### config.mk
export PLATFORM = sky130hd
export DESIGN_NAME = branch_predictor_table_flat
export DESIGN_NICKNAME = d
export VERILOG_FILES = /design/src/rtl/branch_predictor_table_if.sv /design/src/rtl/branch_predictor_table.sv /design/src/flat_wrapper.sv
export SDC_FILE = /design/constraint.sdc
export NUM_CORES = 1
export LEC_CHECK = 0
export ABC_AREA = 1
export CAP_MARGIN = 20
export CELL_PAD_IN_SITES_DETAIL_PLACEMENT = 0
export CELL_PAD_IN_SITES_GLOBAL_PLACEMENT = 2
export CORE_UTILIZATION = 26
export CTS_CLUSTER_DIAMETER = 150
export CTS_CLUSTER_SIZE = 12
export DETAILED_ROUTE_END_ITERATION = 10
export PLACE_DENSITY_LB_ADDON = 0.3
export SLEW_MARGIN = 0
export SYNTH_ARGS = -nofsm -noshare
export SYNTH_HDL_FRONTEND = slang
export SYNTH_SLANG_ARGS = --single-unit
### constraint.sdc
create_clock -name clk -period 1.6 [get_ports clk]
set_input_delay 0.32 -clock clk [delete_from_list [all_inputs] [get_ports clk]]
set_output_delay 0.32 -clock clk [all_outputs]
set_load 0.005 [all_outputs]
### src/rtl/branch_predictor_table_if.sv
// ---------------------------------------------------------------------------
// branch_predictor_table_if
//
// Bundles the fetch-side lookup and the execute-side update of the branch
// predictor table into one interface.
//
//   master : the pipeline side. It drives lookups and resolved-branch updates
//            and receives the registered prediction and the debug/statistics
//            outputs.
//   slave  : the predictor table.
//
// Signals
//   req_valid  lookup request this cycle
//   req_pc     PC of the branch being looked up
//   pred_valid prediction valid, one cycle after req_valid
//   pred_taken predicted direction
//   pred_idx   table index used; fetch carries it down to execute
//   upd_valid  resolved-branch update this cycle
//   upd_idx    index returned with the branch (taken from pred_idx)
//   upd_taken  actual direction
//   upd_pred   direction that was predicted for this branch
//   ghist      current global history (debug); width max(HIST_W,1)
//   miss_count saturating count of mispredicted updates
// ---------------------------------------------------------------------------
interface branch_predictor_table_if #(
    parameter int IDX_W  = 4,
    parameter int HIST_W = 4,
    parameter int PC_W   = 32,
    parameter int CNT_W  = 16
);
    localparam int GH_W = (HIST_W > 0) ? HIST_W : 1;

    logic              req_valid;
    logic [PC_W-1:0]   req_pc;
    logic              pred_valid;
    logic              pred_taken;
    logic [IDX_W-1:0]  pred_idx;
    logic              upd_valid;
    logic [IDX_W-1:0]  upd_idx;
    logic              upd_taken;
    logic              upd_pred;
    logic [GH_W-1:0]   ghist;
    logic [CNT_W-1:0]  miss_count;

    modport master (
        output req_valid, req_pc,
        output upd_valid, upd_idx, upd_taken, upd_pred,
        input  pred_valid, pred_taken, pred_idx,
        input  ghist, miss_count
    );

    modport slave (
        input  req_valid, req_pc,
        input  upd_valid, upd_idx, upd_taken, upd_pred,
        output pred_valid, pred_taken, pred_idx,
        output ghist, miss_count
    );
endinterface

### src/rtl/branch_predictor_table.sv
// ---------------------------------------------------------------------------
// branch_predictor_table
//
// Branch direction predictor: 2^IDX_W saturating counters of CTR_W bits,
// indexed by PC[IDX_W+1:2] XOR the global history (gshare). With HIST_W = 0
// the history term vanishes and the table is a plain bimodal predictor.
//
// A lookup presented on the bus returns a registered prediction one cycle
// later. A resolved-branch update trains the counter at upd_idx, shifts the
// outcome into the global history and counts mispredictions. History is only
// updated at resolution; there is no speculative history or recovery.
//
// Ports
//   clk    clock, all state changes on the rising edge
//   rst_n  synchronous active-low reset; overrides any lookup or update
//   bp     branch_predictor_table_if.slave (lookup, update, debug outputs)
//
// Parameters
//   CTR_W  counter width, 1..4
//   IDX_W  table index width, 1..10
//   HIST_W global history length, 0..IDX_W (0 = bimodal)
//   PC_W   PC width, at least IDX_W+2
//   CNT_W  mispredict counter width
// The interface instance must be built with the same IDX_W/HIST_W/PC_W/CNT_W.
// ---------------------------------------------------------------------------
module branch_predictor_table #(
    parameter int CTR_W  = 2,
    parameter int IDX_W  = 4,
    parameter int HIST_W = 4,
    parameter int PC_W   = 32,
    parameter int CNT_W  = 16
) (
    input  logic                     clk,
    input  logic                     rst_n,
    branch_predictor_table_if.slave  bp
);

    localparam int DEPTH = 1 << IDX_W;
    localparam int GH_W  = (HIST_W > 0) ? HIST_W : 1;

    // Weakly-not-taken: MSB clear, all lower bits set (0 for CTR_W = 1).
    localparam logic [CTR_W-1:0] CTR_INIT = CTR_W'((1 << (CTR_W - 1)) - 1);
    localparam logic [CTR_W-1:0] CTR_MAX  = '1;
    localparam logic [CNT_W-1:0] MISS_MAX = '1;

    // -----------------------------------------------------------------------
    // State
    // -----------------------------------------------------------------------
    logic [CTR_W-1:0] r_table [DEPTH];
    logic [GH_W-1:0]  r_ghist;
    logic [CNT_W-1:0] r_miss_count;
    logic             r_pred_valid;
    logic             r_pred_taken;
    logic [IDX_W-1:0] r_pred_idx;

    // -----------------------------------------------------------------------
    // Combinational helpers
    // -----------------------------------------------------------------------
    logic [IDX_W-1:0] w_hist_idx;     // history zero-extended to index width
    logic [IDX_W-1:0] w_req_idx;      // lookup index
    logic [GH_W-1:0]  w_ghist_next;   // history after this update
    logic [CTR_W-1:0] w_upd_ctr;      // counter selected by upd_idx
    logic [CTR_W-1:0] w_upd_ctr_next; // its trained value
    logic             w_mispredict;
    logic             w_unused_pc;

    generate
        if (HIST_W == 0) begin : g_bimodal
            assign w_hist_idx   = '0;
            assign w_ghist_next = '0;
        end else begin : g_gshare
            // Short histories occupy the low index bits; upper bits come
            // straight from the PC.
            assign w_hist_idx   = IDX_W'(r_ghist);
            // Shift left and insert the newest outcome at the LSB; the cast
            // drops the oldest bit (and degenerates to upd_taken for HIST_W=1).
            assign w_ghist_next = GH_W'({r_ghist, bp.upd_taken});
        end
    endgenerate

    // PC[1:0] never selects a counter; instructions are word aligned.
    assign w_req_idx    = bp.req_pc[IDX_W+1:2] ^ w_hist_idx;
    assign w_mispredict = bp.upd_pred ^ bp.upd_taken;

    // Only a slice of the PC feeds the index; fold the rest into a sink.
    assign w_unused_pc  = ^bp.req_pc;

    always_comb begin
        // NOTE: every always_comb output gets a default first so that no path
        // leaves it unassigned and a latch is never inferred.
        w_upd_ctr      = r_table[bp.upd_idx];
        w_upd_ctr_next = w_upd_ctr;
        if (bp.upd_taken) begin
            if (w_upd_ctr != CTR_MAX) begin
                w_upd_ctr_next = w_upd_ctr + CTR_W'(1);
            end
        end else begin
            if (w_upd_ctr != '0) begin
                w_upd_ctr_next = w_upd_ctr - CTR_W'(1);
            end
        end
    end

    // -----------------------------------------------------------------------
    // Sequential logic
    // -----------------------------------------------------------------------
    always_ff @(posedge clk) begin
        if (!rst_n) begin
            // NOTE: the counter array is deliberately reset: a reset has to
            // discard all training, so the table is built from flops rather
            // than an un-initialised RAM.
            for (int i = 0; i < DEPTH; i++) begin
                r_table[i] <= CTR_INIT;
            end
            r_ghist      <= '0;
            r_miss_count <= '0;
            r_pred_valid <= 1'b0;
            r_pred_taken <= 1'b0;
            r_pred_idx   <= '0;
        end else begin
            // Lookup. pred_taken/pred_idx hold their last values when idle.
            r_pred_valid <= bp.req_valid;
            if (bp.req_valid) begin
                // NOTE: non-blocking assignments make the lookup read the
                // pre-update table and history even when the update below
                // hits the same entry in this cycle (read-before-write).
                r_pred_taken <= r_table[w_req_idx][CTR_W-1];
                r_pred_idx   <= w_req_idx;
            end

            // Resolved-branch update.
            if (bp.upd_valid) begin
                r_table[bp.upd_idx] <= w_upd_ctr_next;
                r_ghist             <= w_ghist_next;
                if (w_mispredict && (r_miss_count != MISS_MAX)) begin
                    r_miss_count <= r_miss_count + CNT_W'(1);
                end
            end
        end
    end

    // -----------------------------------------------------------------------
    // Outputs (all registered)
    // -----------------------------------------------------------------------
    assign bp.pred_valid = r_pred_valid;
    assign bp.pred_taken = r_pred_taken;
    assign bp.pred_idx   = r_pred_idx;
    assign bp.ghist      = r_ghist;
    assign bp.miss_count = r_miss_count;

endmodule

### src/flat_wrapper.sv
// flat-port wrapper written by rule: the top's interface ports become plain ports
module branch_predictor_table_flat 
#(
    parameter int CTR_W  = 2,
    parameter int IDX_W  = 4,
    parameter int HIST_W = 4,
    parameter int PC_W   = 32,
    parameter int CNT_W  = 16
)
  (clk, rst_n, bp_req_valid, bp_req_pc, bp_upd_valid, bp_upd_idx, bp_upd_taken, bp_upd_pred, bp_pred_valid, bp_pred_taken, bp_pred_idx, bp_ghist, bp_miss_count);
  branch_predictor_table_if #(.IDX_W(IDX_W), .HIST_W(HIST_W), .PC_W(PC_W), .CNT_W(CNT_W)) bp_i ();
  input  logic clk;
  input  logic rst_n;
  input wire logic [$bits(bp_i.req_valid)-1:0] bp_req_valid;
  input wire logic [$bits(bp_i.req_pc)-1:0] bp_req_pc;
  input wire logic [$bits(bp_i.upd_valid)-1:0] bp_upd_valid;
  input wire logic [$bits(bp_i.upd_idx)-1:0] bp_upd_idx;
  input wire logic [$bits(bp_i.upd_taken)-1:0] bp_upd_taken;
  input wire logic [$bits(bp_i.upd_pred)-1:0] bp_upd_pred;
  output wire logic [$bits(bp_i.pred_valid)-1:0] bp_pred_valid;
  output wire logic [$bits(bp_i.pred_taken)-1:0] bp_pred_taken;
  output wire logic [$bits(bp_i.pred_idx)-1:0] bp_pred_idx;
  output wire logic [$bits(bp_i.ghist)-1:0] bp_ghist;
  output wire logic [$bits(bp_i.miss_count)-1:0] bp_miss_count;
  assign bp_i.req_valid = bp_req_valid;
  assign bp_i.req_pc = bp_req_pc;
  assign bp_i.upd_valid = bp_upd_valid;
  assign bp_i.upd_idx = bp_upd_idx;
  assign bp_i.upd_taken = bp_upd_taken;
  assign bp_i.upd_pred = bp_upd_pred;
  assign bp_pred_valid = bp_i.pred_valid;
  assign bp_pred_taken = bp_i.pred_taken;
  assign bp_pred_idx = bp_i.pred_idx;
  assign bp_ghist = bp_i.ghist;
  assign bp_miss_count = bp_i.miss_count;
  branch_predictor_table #(.CTR_W(CTR_W), .IDX_W(IDX_W), .HIST_W(HIST_W), .PC_W(PC_W), .CNT_W(CNT_W)) u_core (.clk(clk), .rst_n(rst_n), .bp(bp_i));
endmodule
# After elaboration in Yosys (flattened, before gate mapping)
# Memories as Yosys holds them, arrays and structs flattened. A register that Yosys moved wholly into a read port is not among the register bits.
# Cells that the tools add are included.
# classes
bitwise	2
reduce_logical	5
addsub	3
mux	10
n_eq_ne	2
# ops
op	count
16-bit by 1-bit adder with 16-bit output, second input constant	1
16-bit != test, second input constant	1
2-bit 2-to-1 mux	4
1-bit 2-to-1 mux	5
4-bit 2-to-1 mux	1
4-bit XOR	1
2-bit by 1-bit adder with 2-bit output, second input constant	1
2-bit != test, second input constant	1
2-bit AND reduction	1
2-bit nonzero test	1
2-bit OR reduction	1
2-bit by 1-bit subtractor with 2-bit output, second input constant	1
1-bit logical AND	1
1-bit logical NOT	1
1-bit XOR	1
# word_totals
reg_bits	25
wordCells	27
input_bits	42
mem_count	1
output_inout_bits	26
ramBits	32
# memory_table
memory	words	width	read_ports	rd_clocked_by_memory_dff	wr	line_no	text
u_core.r_table	16	2	2	1	16	branch_predictor_table.sv:49	logic [CTR_W-1:0] r_table [DEPTH];

# Logic depth before layout (Yosys ltp)
# logic_depth
word_depth	5
ltp_mapped	12
ltp_nobuf	11

# Worst setup path before layout
# Ideal clock, no wire load.
# synth_timing
kind	input port to flip-flop
from	input port bp_upd_idx[1]
to	memory u_core.r_table[10][1] (data pin)
setup_slack_ns	0.019
stages	11
setup_time_ns	0.251
path_buffers	2
required_time_ns	1.349
t_arrival_ns	1.330
path_cell_list	buf_2 nor2_1 nand2_1 nand4_1 nand2_1 nand2_1 nor2_1 nand2_2 nand2_4 buf_8 nor2_2
# synth_lines
item	line_no	text
from (decl)	flat_wrapper.sv:17	input wire logic [$bits(bp_i.upd_idx)-1:0] bp_upd_idx;
to (decl)	branch_predictor_table.sv:49	

==> impl_metrics.json <==
{
  "synth_top_family_by_area": "simple AND/OR/NAND/NOR gates",
  "grt_overflow_total": 0,
  "period_needed_ns": 1.61,
  "final_cell_mix": "132 x nand2_1, 73 x buf_4, 61 x inv_1",
  "finalWorstSetupSlack_ns": -0.0109,
  "p_leak_nw": 2.10,
  "clk_latency_ns": 0.34,
  "synth_nets": 496,
  "numCtsBuffers": 9,
  "max_cap_violations": 0,
  "drt-pass1-iter-count": 4,
  "drv_slew": 0,
  "synth_compound_area_share_pct": 5.66,
  "drive_gt1_share_pct": 28.1,
  "whs_ns": 0.447,
  "remaining_drc_errors": 0,
  "clock_skew_ns": 0.00779,
  "yosys.area_share.simple_pct": 34.3,
  "grt_pass1_wl_um": 15500,
  "antenna_cells": 0,
  "critical-path-slowest-cell": "clkdlybuf4s50_1",
  "core_um2": 12200,
  "initial_utilization_pct": 26.9,
  "nNetsFinal": 614,
  "ir_drop_uv": 457,
  "clockPowerShare_pct": 45.0,
  "violations": "setup timing",
  "critPathTopFamily": "simple AND/OR/NAND/NOR gates",
  "internal_power_mw": 3.12,
  "grt_usage_pct": 15.8,
  "max_slew.worst_pin.slew_ns": 0.508,
  "path_clk_slew_ns": 0.06,
  "first_global_vias": 3111,
  "synth.distinct_cells": 28,
  "die_h_um": 114,
  "cts_root_buf": "clkbuf_16",
  "drt_iter0_markers": 146,
  "max_freq_mhz": 621,
  "yosys.area_share.adder_pct": 0.382,
  "ant_nets": 0,
  "dieArea_um2": 13000,
  "powerDensity_nw_per_um2": 864,
  "layout_commonest_cell": "nand2_1",
  "slowest_delay_ns": 0.58,
  "hold_viol_final": 0,
  "grt_max_degree": 33,
  "switching_power_mw": 1.13,
  "place_area_um2": 4310,
  "syn_area_um2": 3270,
  "vias": 3209,
  "postLayoutCellArea_um2": 4910,
  "critPathCaptureType": "register",
  "clockBufferDepth": 2,
  "p_total_mw": 4.25,
  "status": "complete, but fails checks",
  "synthMuxAreaShare_pct": 0,
  "path_cells": "clkdlybuf4s50_1 > nor2_2 > nand2_1 > nand2_2 > o21ai_4 > nand2_4 > nand2_8 > nor2_2",
  "worstPathArrival_ns": 1.71,
  "critPathMaxFanout": 8,
  "synth_xor_xnor_area_share_pct": 3.48,
  "cts_tree": "done",
  "wl_um": 9650,
  "cp.buffers_inverters": 1,
  "hold_class": "input pin to register",
  "viasPerCell": 4.31,
  "finalSetupViolCount": 7,
  "port_buffers": 39,
  "clock_sinks": 58,
  "finalWeightedCongestion": 0.841,
  "worst_ep_required_time_ns": 1.69,
  "antenna_found_initial": 0,
  "pwr-share-comb_pct": 16.0,
  "seqPwrFrac_pct": 39.0,
  "fin_crit_sh_pct": 101,
  "syn_to_final_growth_pct": 50.2,
  "wl_per_cell_um": 13.0,
  "ys_seq_area_share_pct": 45.3,
  "die_w_um": 114,
  "cp-start-kind": "input pin",
  "swShare_pct": 26.6,
  "yosys_warnings": 0,
  "ys_ff_latch": 58,
  "critPathKind": "input pin to register",
  "final_util_pct": 40.4,
  "htree_num_levels": 3,
  "fp-row-count": 40,
  "netlist_instances": 453,
  "pin_count": 68,
  "syn_area_per_cell_um2": 7.22,
  "max-slew-margin-rel_pct": 65.9,
  "rsz0062_at_grt": "yes",
  "place_hpwl_um": 6980,
  "cpMostUsedCell": "nor2_2"
}
[worst paths after layout]
check	start	to	slack [ns]	cells past startpoint
worst min-delay path	bp_upd_valid	u_core.bp.ghist[1]	0.45	4
worst max-delay path	bp_upd_idx[3]	u_core.r_table[7][1]	-0.01	8
worst max register to register	u_core.r_table[3][1]	u_core.r_table[7][1]	0	10
worst min register to register	u_core.bp.pred_idx[1]	u_core.bp.pred_idx[1]	0.48	2
[final cells by class]
class	instances	area [um2]
multi-input cells	311	1590
flip-flops and latches	58	1490
well taps	168	210
inverters	70	265
clock buffers	10	229
clock inverters	6	57.6
fillers	1259	7250
repair buffers	121	1060
[synthesized netlist by cell type (all sizes together)]
cell type	count	area, um2
a21oi	16	80.1
buf	8	65.1
clkbuf	7	27.5
dfxtp	26	521
edfxtp	32	961
ha	1	12.5
inv	70	263
nand2	144	558
nand3	52	260
nand4	5	31.3
nor2	55	231
nor3	7	35.0
nor3b	1	7.51
o211ai	4	30.0
o21ai	12	75.1
xnor2	7	61.3
xor2	6	52.6
[power groups by stage]
stage          clock [mW]  combinational, mW  sequential (mW)
2_1_floorplan           0              0.313             1.68
3_3_place_gp            0              0.569             1.69
3_5_place_dp            0              0.567             1.69
4_1_cts              1.94              0.620             1.66
5_1_grt              2.00              0.752             1.66
6_report             1.91              0.680             1.66
[what timing repair did]
item	CTS	global route
gates cloned	1	1
hold buffers	0	0
buffers inserted	5	7
setup endpoints to repair	71	70
pin swaps	3	9
gates resized for setup	38	38
endpoints found under the hold margin	0	0
[worst reg2reg max path, stage by stage, from the launching register on]
cell and delay [ns]:
edfxtp_1 0.42, nand2_1 0.08, o21ai_1 0.06, nand2_1 0.06, nand2_1 0.05, nand2_1 0.06, nand2_2 0.07, o21ai_4 0.22
nand2_4 0.13, nand2_8 0.15, nor2_2 0.05
[state kept, by name, indices dropped and copies added (netlist names)]
register,cells
u_core.bp.pred_valid,1
u_core.bp.pred_idx,4
u_core.bp.ghist,4
u_core.bp.miss_count,16
u_core.bp.pred_taken,1
u_core.r_table,32
[layer usage]
metal | share of wire [%] | routed length, um | vias up | GRT usage, %
met4 | 2.0 | 195 | 0 | 7.45
met3 | 3.6 | 352 | 15 | 2.86
met1 | 48 | 4600 | 1471 | 20.2
met5 | 0 | 0 | - | 0
met2 | 47 | 4500 | 55 | 25.7
li1 | - | - | 1668 | -
[metrics by stage]
stage | setup TNS (ns) | cells | setup WS (ns)
global route | -1.88 | 744 | -0.0755
global placement | -34.64 | 714 | -0.631
CTS | -0.00226 | 736 | -0.00185
detailed placement | -35.98 | 714 | -0.649
finish | -0.0415 | 744 | -0.0109
floorplan | 0 | 453 | 0.0189
[logic make-up (layout without fill, tap and decap cells)]
kind of cell / after synthesis / after routing
buffers and inverters: 85 / 207
flip-flops: 58 / 58
XOR/XNOR: 13 / 13
AO/OA/AOI/OAI: 32 / 32
adder cells (fa/ha/maj): 1 / 1
AND/OR/NAND/NOR: 264 / 265
Power figures use the tool's default switching activity.
